`src/rtl/imm_gen_pkg.sv`:
```
// Shared types for the pipelined immediate generator: immediate format tags,
// skid-buffer states and the RV opcodes the decoder recognises.
package imm_gen_pkg;

    typedef enum logic [2:0] {
        FMT_NONE  = 3'd0,
        FMT_I     = 3'd1,
        FMT_SHAMT = 3'd2,
        FMT_S     = 3'd3,
        FMT_B     = 3'd4,
        FMT_U     = 3'd5,
        FMT_J     = 3'd6,
        FMT_CSR   = 3'd7
    } fmt_t;

    typedef enum logic [1:0] {
        ST_EMPTY = 2'd0,
        ST_FULL  = 2'd1,
        ST_SKID  = 2'd2
    } skid_state_t;

    localparam logic [6:0] OP_LOAD   = 7'b0000011;
    localparam logic [6:0] OP_JALR   = 7'b1100111;
    localparam logic [6:0] OP_IMM    = 7'b0010011;
    localparam logic [6:0] OP_STORE  = 7'b0100011;
    localparam logic [6:0] OP_BRANCH = 7'b1100011;
    localparam logic [6:0] OP_LUI    = 7'b0110111;
    localparam logic [6:0] OP_AUIPC  = 7'b0010111;
    localparam logic [6:0] OP_JAL    = 7'b1101111;
    localparam logic [6:0] OP_SYSTEM = 7'b1110011;

endpackage

```
`src/rtl/imm_decode_lane.sv`:
```
// Combinational single-lane immediate decode: extracts and extends the
// immediate, tags its format and forms the PC-relative target.
module imm_decode_lane
    import imm_gen_pkg::*;
#(
    parameter int XLEN   = 32,
    parameter int EN_CSR = 1
) (
    input  logic [31:0]     instr,
    input  logic [XLEN-1:0] pc,
    output logic [XLEN-1:0] imm,
    output logic [2:0]      fmt,
    output logic [XLEN-1:0] target
);

    function automatic logic signed [XLEN-1:0] sext32(input logic signed [31:0] v);
        return XLEN'(v);
    endfunction

    function automatic logic [XLEN-1:0] zext6(input logic [5:0] v);
        return XLEN'(v);
    endfunction

    logic [6:0]             opcode;
    logic [2:0]             funct3;
    logic signed [XLEN-1:0] imm_s;
    fmt_t                   fmt_d;
    logic                   use_pc;

    assign opcode = instr[6:0];
    assign funct3 = instr[14:12];

    always_comb begin
        imm_s  = '0;
        fmt_d  = FMT_NONE;
        use_pc = 1'b0;
        case (opcode)
            OP_LOAD, OP_JALR: begin
                fmt_d = FMT_I;
                imm_s = sext32({{20{instr[31]}}, instr[31:20]});
            end
            OP_IMM: begin
                if (funct3 == 3'b001 || funct3 == 3'b101) begin
                    // RV64 shifts carry a 6-bit shamt; bit 25 belongs to funct7 on RV32
                    fmt_d = FMT_SHAMT;
                    imm_s = (XLEN == 64) ? zext6(instr[25:20]) : zext6({1'b0, instr[24:20]});
                end else begin
                    fmt_d = FMT_I;
                    imm_s = sext32({{20{instr[31]}}, instr[31:20]});
                end
            end
            OP_STORE: begin
                fmt_d = FMT_S;
                imm_s = sext32({{20{instr[31]}}, instr[31:25], instr[11:7]});
            end
            OP_BRANCH: begin
                fmt_d  = FMT_B;
                use_pc = 1'b1;
                imm_s  = sext32({{19{instr[31]}}, instr[31], instr[7], instr[30:25],
                                 instr[11:8], 1'b0});
            end
            OP_LUI, OP_AUIPC: begin
                fmt_d  = FMT_U;
                use_pc = (opcode == OP_AUIPC);
                imm_s  = sext32({instr[31:12], 12'b0});
            end
            OP_JAL: begin
                fmt_d  = FMT_J;
                use_pc = 1'b1;
                imm_s  = sext32({{11{instr[31]}}, instr[31], instr[19:12], instr[20],
                                 instr[30:21], 1'b0});
            end
            OP_SYSTEM: begin
                if (instr[14] && EN_CSR != 0) begin
                    fmt_d = FMT_CSR;
                    imm_s = zext6({1'b0, instr[19:15]});
                end
            end
            default: ;
        endcase
    end

    assign imm    = imm_s;
    assign fmt    = fmt_d;
    assign target = use_pc ? pc + imm_s : '0;

endmodule

```
`src/rtl/imm_gen_pipe.sv`:
```
// Pipelined multi-lane immediate generator: per-lane decode feeding one
// register stage wrapped in a valid/ready skid buffer.
module imm_gen_pipe
    import imm_gen_pkg::*;
#(
    parameter int XLEN    = 32,
    parameter int N_LANES = 1,
    parameter int EN_CSR  = 1
) (
    input  logic                    clk,
    input  logic                    rst_n,
    input  logic                    in_valid,
    output logic                    in_ready,
    input  logic [32*N_LANES-1:0]   in_instr,
    input  logic [XLEN-1:0]         in_pc,
    output logic                    out_valid,
    input  logic                    out_ready,
    output logic [XLEN*N_LANES-1:0] out_imm,
    output logic [3*N_LANES-1:0]    out_fmt,
    output logic [XLEN*N_LANES-1:0] out_target
);

    logic [XLEN*N_LANES-1:0] imm_p0, tgt_p0;
    logic [3*N_LANES-1:0]    fmt_p0;

    for (genvar k = 0; k < N_LANES; k++) begin : g_lane
        imm_decode_lane #(
            .XLEN   (XLEN),
            .EN_CSR (EN_CSR)
        ) u_lane (
            .instr  (in_instr[32*k +: 32]),
            .pc     (in_pc + XLEN'(4*k)),
            .imm    (imm_p0[XLEN*k +: XLEN]),
            .fmt    (fmt_p0[3*k +: 3]),
            .target (tgt_p0[XLEN*k +: XLEN])
        );
    end

    // ---- stage p0 -> p1: skid buffer control ----
    skid_state_t state, state_nxt;
    logic        accept, drain, vld_p1;
    logic        load_main, load_skid, pop_skid;

    assign vld_p1   = (state != ST_EMPTY);
    assign in_ready = rst_n && (state != ST_SKID);
    assign accept   = in_valid && in_ready;
    assign drain    = vld_p1 && out_ready;

    always_comb begin
        state_nxt = state;
        load_main = 1'b0;
        load_skid = 1'b0;
        pop_skid  = 1'b0;
        case (state)
            ST_EMPTY: begin
                if (accept) begin
                    state_nxt = ST_FULL;
                    load_main = 1'b1;
                end
            end
            ST_FULL: begin
                if (accept && !drain) begin
                    state_nxt = ST_SKID;
                    load_skid = 1'b1;
                end else if (accept) begin
                    load_main = 1'b1;
                end else if (drain) begin
                    state_nxt = ST_EMPTY;
                end
            end
            ST_SKID: begin
                if (drain) begin
                    state_nxt = ST_FULL;
                    pop_skid  = 1'b1;
                end
            end
            default: state_nxt = ST_EMPTY;
        endcase
    end

    always_ff @(posedge clk) begin
        if (!rst_n) state <= ST_EMPTY;
        else        state <= state_nxt;
    end

    // ---- stage p1: main and skid data registers ----
    logic [XLEN*N_LANES-1:0] imm_p1, tgt_p1, skid_imm_p1, skid_tgt_p1;
    logic [3*N_LANES-1:0]    fmt_p1, skid_fmt_p1;

    always_ff @(posedge clk) begin
        if (load_main) begin
            imm_p1 <= imm_p0;
            fmt_p1 <= fmt_p0;
            tgt_p1 <= tgt_p0;
        end else if (pop_skid) begin
            imm_p1 <= skid_imm_p1;
            fmt_p1 <= skid_fmt_p1;
            tgt_p1 <= skid_tgt_p1;
        end
        if (load_skid) begin
            skid_imm_p1 <= imm_p0;
            skid_fmt_p1 <= fmt_p0;
            skid_tgt_p1 <= tgt_p0;
        end
    end

    // Data registers carry no reset; outputs read as zero whenever nothing is held
    assign out_valid  = vld_p1;
    assign out_imm    = vld_p1 ? imm_p1 : '0;
    assign out_fmt    = vld_p1 ? fmt_p1 : '0;
    assign out_target = vld_p1 ? tgt_p1 : '0;

endmodule

```
`config.mk`:
```
export PLATFORM = sky130hd
export DESIGN_NAME = imm_gen_pipe
export DESIGN_NICKNAME = d
export VERILOG_FILES = /design/src/rtl/imm_gen_pkg.sv /design/src/rtl/imm_decode_lane.sv /design/src/rtl/imm_gen_pipe.sv
export SDC_FILE = /design/constraint.sdc
export NUM_CORES = 1
export LEC_CHECK = 0
export BUFFER_PORTS_ARGS = -buffer_cell sky130_fd_sc_hd__buf_2
export CELL_PAD_IN_SITES_DETAIL_PLACEMENT = 0
export CELL_PAD_IN_SITES_GLOBAL_PLACEMENT = 2
export CORE_ASPECT_RATIO = 1.25
export CORE_MARGIN = 5
export CORE_UTILIZATION = 27
export DETAILED_ROUTE_END_ITERATION = 10
export PLACE_DENSITY = 0.63
export SYNTH_ARGS = -nofsm -noshare
export SYNTH_HDL_FRONTEND = slang
export SYNTH_SLANG_ARGS = --single-unit
export TNS_END_PERCENT = 100
```
`constraint.sdc`:
```
create_clock -name clk -period 5.1 [get_ports clk]
set_input_delay 1.02 -clock clk [delete_from_list [all_inputs] [get_ports clk]]
set_output_delay 1.02 -clock clk [all_outputs]
set_load 0.01 [all_outputs]
```
Word level (Yosys, flattened, before mapping):

Index checks and enable logic that the tools add are counted.

* add/subtract/negate cells: 1
* eq/ne operators: 18
* multiplexer cells: 30
* reduce and logical (&&, ||, !) cells: 13

Operator list (count)
* $mux W32: 8
* $pmux W32 S7: 1
* $add A32 B32 Y32: 1
* $eq A7 B7 Y1 const B: 4
* $pmux W3 S7: 1
* $eq A7 B5 Y1 const B: 2
* $eq A7 B6 Y1 const B: 2
* $mux W2: 6
* $mux W3: 4
* $eq A7 B2 Y1 const B: 1
* $mux W1: 6
* $ne A2 B2 Y1 const B: 3
* $ne A3 B3 Y1 const B: 2
* $pmux W2 S3: 1
* $reduce_or A2 Y1: 3
* $mux W5: 1
* $logic_and A1 B1 Y1: 4
* $pmux W1 S2: 2
* $reduce_and A4 Y1: 1
* $reduce_bool A2 Y1: 2
* $eq A3 B1 Y1 const B: 1
* $eq A3 B3 Y1 const B: 1
* $eq A2 B1 Y1 const B: 1
* $eq A2 B2 Y1 const B: 1
* 3 further kinds: 3

* register bits: 136
* output and inout port bits: 69

Longest topological paths before layout:

Gate-level depths: netlist of run 1.

* depth after elaboration: 7
* depth in mapped cells: 18

Hierarchy:

A second synthesis of run 1 with hierarchy kept.

* cells, all modules: 653
* area, all modules: 7758.7 sq um

Modules (own cells, without submodules)
* imm_gen_pipe: times used 1, cells an instance 301, area an instance 5501.5 sq um
* imm_decode_lane: times used 1, cells an instance 352, area an instance 2257.2 sq um

Worst setup path after synthesis of run 1:

Ideal clock, no wire load.

* path type: input-to-reg
* start: input port in_valid
* end: register skid_fmt_p1[0] (enable)
* setup time: 0.492 ns
* data arrival time: 4.136 ns
* required time: 4.608 ns
* path slack: 0.472 ns
* stages: 3
* cell sequence: nor2b_1 nand2_1 nor2_1

* longest elaborated chain between the ends: 4

Ends and longest elaborated chain
* from (decl): RTL line imm_gen_pipe.sv:12 `input logic in_valid,`
* $logic_and A1 B1 Y1: RTL line imm_gen_pipe.sv:46 `assign accept = in_valid && in_ready;`
* $logic_and A1 B1 Y1: RTL line imm_gen_pipe.sv:62 `if (accept && !drain) begin`
* $mux W1: RTL line imm_gen_pipe.sv:62
* $mux W1: RTL line imm_gen_pipe.sv:54 `case (state)`
* net load_skid: RTL line imm_gen_pipe.sv:42 `logic load_main, load_skid, pop_skid;`
* to (signal assigned): RTL line imm_gen_pipe.sv:102 `skid_fmt_p1 <= fmt_p0;`
* to (decl): RTL line imm_gen_pipe.sv:88 `logic [3*N_LANES-1:0] fmt_p1, skid_fmt_p1;`

The timed path passes the listed nets, and every way through them passes these cells.
A chain may end at the register's enable or synchronous reset.

Worst setup path in the final report of run 1:

* start: input port in_instr[5]
* end: register tgt_p1[25], data pin

* longest elaborated chain between the ends: 6
* elaborated cells on any way between the ends: 17
* those cells by class: 1 x add/sub; 9 x eq/ne; 4 x mux; 3 x reduce/logical

Ends and longest elaborated chain
* from (decl): RTL line imm_gen_pipe.sv:14 `input logic [32*N_LANES-1:0] in_instr,`
* $eq A7 B6 Y1, or another cell as far along: RTL line imm_decode_lane.sv:37 `case (opcode)`
* $reduce_or A2 Y1: RTL line imm_decode_lane.sv:37
* $pmux W32 S7 (*): RTL line imm_decode_lane.sv:37
* net g_lane[0].u_lane.imm[8]: RTL line imm_decode_lane.sv:11 `output logic [XLEN-1:0] imm,`
* $add A32 B32 Y32 (*): RTL line imm_decode_lane.sv:85 `assign target = use_pc ? pc + imm_s : '0;`
* $mux W32 (*): RTL line imm_decode_lane.sv:85
* $mux W32 (*): RTL line imm_gen_pipe.sv:91 `if (load_main) begin`
* to (signal assigned): RTL line imm_gen_pipe.sv:94 `tgt_p1 <= tgt_p0;`
* to (signal assigned): RTL line imm_gen_pipe.sv:98 `tgt_p1 <= skid_tgt_p1;`
* to (decl): RTL line imm_gen_pipe.sv:87 `logic [XLEN*N_LANES-1:0] imm_p1, tgt_p1, skid_imm_p1, skid_tgt_p1;`

Mark *: on every way through the listed nets, which the timed path passes. The rest lies on a longest branch.

==> impl_metrics.ini, run 1 <==
[final_layout]
fin_area_sq_um = 9360
finalNetCount = 947
nFillCells = 2956
diodes = 0
area_delta_synth_final_pct = 21.0
drive_above_1_share = 0.262

[routing]
routed_wl_um = 23300
vias_per_cell = 4.82
vias = 5859
drtIter0Drc = 305
drc = 0
first_pass_iters = 6
wl_per_cell_um = 19.2
drtAntennaViolNets = 0

[worst_setup_path]
r2r_start = state[1]$_SDFFE_PN0P_
r2r_end = imm_p1[10]$_DFFE_PP_
crit_arrival_ps = 4760
cp-startpoint = in_instr[5]
path_max_fanout = 9
path_class = input pin to flop
r2r_slack_ps = 2680
cpMostUsedCell = o21ai_1
worstSetupPathDepth = 15
cp.required_ps = 5250
critPathLaunchType = input pin
endpoint_kind = flop
slowest_delay_ps = 400
rr_worst_depth = 4
crit_chain = buf_2, nand2b_1, nor3_1, o21ai_1, nand2b_1, and2_1, ha_1, a21oi_2, o21ai_1, a221oi_2, a21oi_1, o21ai_1, o21ai_1, xnor2_1, o31ai_1
critPathBufInv = 1
crit_family = compound AO/OA/AOI/OAI gates
endpoint = tgt_p1[25]$_DFFE_PP_
slowest_stage = nor3_1

[sta]
worst_clock_skew_ps = 7.77
finalMaxSlewViolations = 0
clock.fmax_ghz = 0.217
hold_viol_final = 0
worst_slew_pin_slew_ps = 1000
finalCritPeriodShare = 0.904
period_minus_slack_ps = 4610
setup-violations-final = 0
rsz0062_at_grt = no
max-slew-margin-rel = 0.331
fin_tns_setup_ps = 0

[floorplan]
core_area_sq_um = 28400
dieArea_sq_um = 32200
rows = 69
die_h_um = 199
ios = 137
die_w_um = 161
start_util = 0.272

[grt]
grt_pass1_vias = 5901
gr-total-overflow = 0
grt_util_met1 = 0.182
grt_use_met2 = 0.256
grt_max_degree = 69
grtUsageTotal = 0.145
grt_antenna_before_repair = 0
grt_pass1_wl_um = 35400
grtUsageMet3 = 0.0314
busiest_layer = met2

[logic_synthesis]
syn_avg_cell_area_sq_um = 10.8
synth_nets = 815
synthCells = 715
synth_ff_type = edfxtp_1
synth_edf_count = 134
yosysUniqueCellTypes = 70
synth_seq_area_share = 0.525
ys_ff_latch = 136
netlist_area_sq_um = 7740
synthArstFlopShare = 0
yosys_warnings = 0

[placed_design]
gp_congestion = 0.826
dpl_cell_area_sq_um = 8800
numPortBuffers = 136
dp_hpwl_um = 17600

[clock_tree]
clk_latency_ps = 420
htree_levels = 4
cts_resized = 0
clk_path_buf_depth = 2
clkSlewWorstSetupHoldPaths_ps = 70
cts_sinks = 136
cts_root_buffer = clkbuf_16
post_cts_buffers = 0
cts_hold_buf = 0
cts_tree = built
numCtsBuffers = 17

[power_and_ir_drop]
power.leakage_uw = 0.00383
vdd_ir_drop_max_v = 0.000201
power_density_nw_per_um2 = 302

[min_path]
hold_depth = 2
hold_path.class = flop to flop

[run_status]
status = finished, final reports clean

[flow_run]
cap_violations = 0
## cells in the mapped netlist (3+ instances only)
cell | number | area share
o21ai_1 | 5 | 0.0032
inv_1 | 10 | 0.0049
clkbuf_1 | 26 | 0.013
a222oi_1 | 4 | 0.0052
nand3_1 | 11 | 0.0071
a21oi_1 | 29 | 0.019
o21a_1 | 10 | 0.0097
and2_1 | 81 | 0.066
mux2_2 | 21 | 0.031
nor2_1 | 63 | 0.031
o21bai_1 | 4 | 0.0039
o21ai_0 | 23 | 0.015
buf_2 | 4 | 0.0026
nor3_1 | 9 | 0.0058
or3_1 | 3 | 0.0024
a21o_1 | 25 | 0.024
nand2_1 | 91 | 0.044
nor2b_1 | 3 | 0.0024
edfxtp_1 | 134 | 0.52
a21boi_0 | 3 | 0.0029
nand2b_1 | 4 | 0.0032
a31oi_1 | 12 | 0.0097
a211oi_1 | 4 | 0.0039
o211ai_1 | 4 | 0.0039
ha_1 | 31 | 0.050
o31ai_1 | 18 | 0.017
xor2_1 | 10 | 0.011
nand4_1 | 6 | 0.0049
xnor2_1 | 14 | 0.016
or2_2 | 3 | 0.0024
## registers in the layout (all words and copies together), names as in the netlist
name         flops
imm_p1          32
skid_imm_p1     32
skid_tgt_p1     32
tgt_p1          32
fmt_p1           3
skid_fmt_p1      3
state            2
## where the power goes
group	switching (uW)	internal, uW
Clock	534	641
Sequential	11.7	1280
Combinational	223	141
Total	769	2060
## kinds of logic (layout without fill, tap and decap cells)
family	Yosys count	count (layout)	synth area share
xor gates and xnor gates	24	24	0.0272
adders and majority gates	32	32	0.0527
buffers and inverters	46	191	0.0285
AOI/OAI and AO/OA	165	165	0.149
muxes	21	21	0.0306
DFF	136	136	0.525
and+or+nand+nor	291	291	0.186
## layer usage
metal	vias to the layer above	wire (um)
met3	24	924
met5	-	0
met4	0	354
met2	141	11800
li1	2892	-
met1	2802	10200
## per-stage QoR
stage	std cells	util	worst slack, ps	total power (uW)	hold slack [ps]
4_1_cts	1215	0.330	505	2880	519
6_report	1215	0.330	490	2830	519
2_1_floorplan	715	-	472	1540	489
3_3_place_gp	1183	0.310	31.6	1690	502
3_5_place_dp	1183	0.310	80.2	1690	503
5_1_grt	1215	0.330	62.9	2960	539
## cell usage in the layout, fill, tap and decap left out, types with 18 or more instances in the layout
| cell | netlist | layout |
|---|---|---|
| edfxtp_1 | 134 | 134 |
| o21ai_0 | 23 | 23 |
| ha_1 | 31 | 31 |
| mux2_2 | 21 | 21 |
| o31ai_1 | 18 | 18 |
| a21o_1 | 25 | 25 |
| buf_2 | 4 | 136 |
| nor2_1 | 63 | 62 |
| and2_1 | 81 | 81 |
| nand2_1 | 91 | 90 |
| a21oi_1 | 29 | 29 |
## layout make-up
class,count,area (sq um),share of cell area
clock buffer,17,425,0.0454
clock inverter,15,134,0.0143
inverter,10,37.5,0.00401
multi-input combinational,533,3470,0.370
sequential,136,4060,0.434
tap,355,444,0.0474
timing repair buffer,149,791,0.0844
## worst reg2reg max path, stage by stage, from the launching register on
cell	delay, ps
dfxtp_1	340
nor2b_1	330
and3_2	640
buf_4	440
mux2_2	420
## how the worst min path moves through the flow
stage,from,end,slack [ps]
global route,skid_tgt_p1[21]$_DFFE_PP_,tgt_p1[21]$_DFFE_PP_,540
detailed placement,skid_tgt_p1[3]$_DFFE_PP_,tgt_p1[3]$_DFFE_PP_,500
finish,skid_tgt_p1[3]$_DFFE_PP_,tgt_p1[3]$_DFFE_PP_,520
CTS,skid_tgt_p1[3]$_DFFE_PP_,tgt_p1[3]$_DFFE_PP_,520
global placement,skid_tgt_p1[3]$_DFFE_PP_,tgt_p1[3]$_DFFE_PP_,500
floorplan,skid_tgt_p1[17]$_DFFE_PP_,tgt_p1[17]$_DFFE_PP_,490
(Power assumes the default switching activity.)
==> run 2: changes to the inputs <==
SETUP_SLACK_MARGIN = 0.5   (was default)
==> run 2 against run 1 <==
Effect of this change:
- power rose by 3.3%
- non-clock buffer count rose by 5
- count of clock-buffer cells in the layout rose by 3
- final cell count rose by 0.41%
- sequential cell count did not move
- combinational power barely moved
- largest power group unchanged
==> impl_metrics.ini, run 2 (same netlist as run 1, synthesis figures left out) <==
[min_path]
hold_path.class = flop to flop

[run_status]
status = finished, final reports clean

[sta]
worst_clock_skew_ps = 10.4
max-slew-margin-rel = 0.362
rsz0062_at_grt = no
fin_tns_setup_ps = 0
hold_viol_final = 0
whs_ps = 517
period_minus_slack_ps = 4280
worst_slew_pin_slew_ps = 958
finalCritPeriodShare = 0.840
finalMaxSlewViolations = 0
clock.fmax_ghz = 0.233
final_critical_path_setup_slack_ps = 815
setup-violations-final = 0

[clock_tree]
cts_tree = built
cts_root_buffer = clkbuf_16
clkSlewWorstSetupHoldPaths_ps = 60
clk_latency_ps = 420
clk_path_buf_depth = 2
post_cts_buffers = 0
cts_sinks = 136
numCtsBuffers = 17
htree_levels = 4

[power_and_ir_drop]
power_density_nw_per_um2 = 309
vdd_ir_drop_max_v = 0.000218
power.leakage_uw = 0.00387

[floorplan]
ios = 137
core_area_sq_um = 28400
rows = 69
die_w_um = 161
die_h_um = 199
start_util = 0.272
dieArea_sq_um = 32200

[worst_setup_path]
r2r_slack_ps = 2810
path_class = input pin to flop
critPathLaunchType = input pin
endpoint_kind = flop
cp.required_ps = 5240
crit_arrival_ps = 4430
path_max_fanout = 7

[routing]
drc = 0
vias = 5804
first_pass_iters = 5
wl_per_cell_um = 19.4
routed_wl_um = 23700
drtIter0Drc = 325
drtAntennaViolNets = 0
vias_per_cell = 4.76

[final_layout]
nFillCells = 2924
drive_above_1_share = 0.269
final_common_cell = buf_2
area_delta_synth_final_pct = 22.1
fin_area_sq_um = 9450
final_cell_mix = buf_2 (136), edfxtp_1 (134), nand2_1 (90)
finalNetCount = 952
fin_util = 0.333
diodes = 0

[placed_design]
gp_congestion = 0.881
dpl_cell_area_sq_um = 8830
dpl_worst_slack_ps = 174
numPortBuffers = 136
dp_hpwl_um = 17800

[grt]
grt_pass1_wl_um = 35300
grt_antenna_before_repair = 0
gr-total-overflow = 0
grt_max_degree = 69
grt_pass1_vias = 5916
grtUsageTotal = 0.145

[flow_run]
cap_violations = 0
run 2: where the power goes:
group,internal (uW),switching (uW)
combinational,143,224
sequential,1280,11.8
clock,753,511
total,2170,747
run 2: final timing paths:
path,start,endpoint,cells after the start
worst min-delay path,skid_tgt_p1[4]$_DFFE_PP_,tgt_p1[4]$_DFFE_PP_,2
worst min register to register,skid_tgt_p1[4]$_DFFE_PP_,tgt_p1[4]$_DFFE_PP_,2
worst max register to register,state[1]$_SDFFE_PN0P_,skid_tgt_p1[23]$_DFFE_PP_,4
worst max-delay path,in_instr[1],tgt_p1[31]$_DFFE_PP_,15
run 2: per-layer routing:
layer  vias to the layer above  part of all wire  track usage
met5                         -                 0            0
met4                         0             0.016       0.0449
met3                        23             0.035       0.0276
met2                       129              0.51        0.255
met1                      2747              0.44        0.181
li1                       2905                 -            -
run 2: critical path, cell delays in order:
cell and delay (ps):
buf_2 70, nand2_1 120, or2_2 350, a21oi_1 260, nand2b_2 230, and2_1 240
ha_1 330, a21oi_2 240, o21ai_1 130, a221oi_2 370, a21oi_1 210, o211ai_1 270
nand2_1 100, xnor2_1 280, o21ai_0 180
run 2: per-stage QoR:
| stage | total power, uW | instances |
|---|---|---|
| after floorplan | 1540 | 715 |
| after global placement | 1690 | 1188 |
| after detailed placement | 1690 | 1188 |
| after CTS | 2960 | 1220 |
| after global routing | 3040 | 1220 |
| final | 2920 | 1220 |
run 2: cell type report:
| class | count | area (sq um) | area share |
|---|---|---|---|
| multi-input cells | 533 | 3490 | 0.369 |
| inverters | 10 | 37.5 | 0.00397 |
| clock inverters | 12 | 138 | 0.0146 |
| flip-flops and latches | 136 | 4060 | 0.430 |
| repair buffers | 154 | 816 | 0.0864 |
| well taps | 355 | 444 | 0.0470 |
| clock buffers | 20 | 457 | 0.0484 |
run 2: timing repair:
action,4_1_cts,5_1_grt
setup endpoints to repair,0,13
hold buffers,0,0
resized for setup,0,5
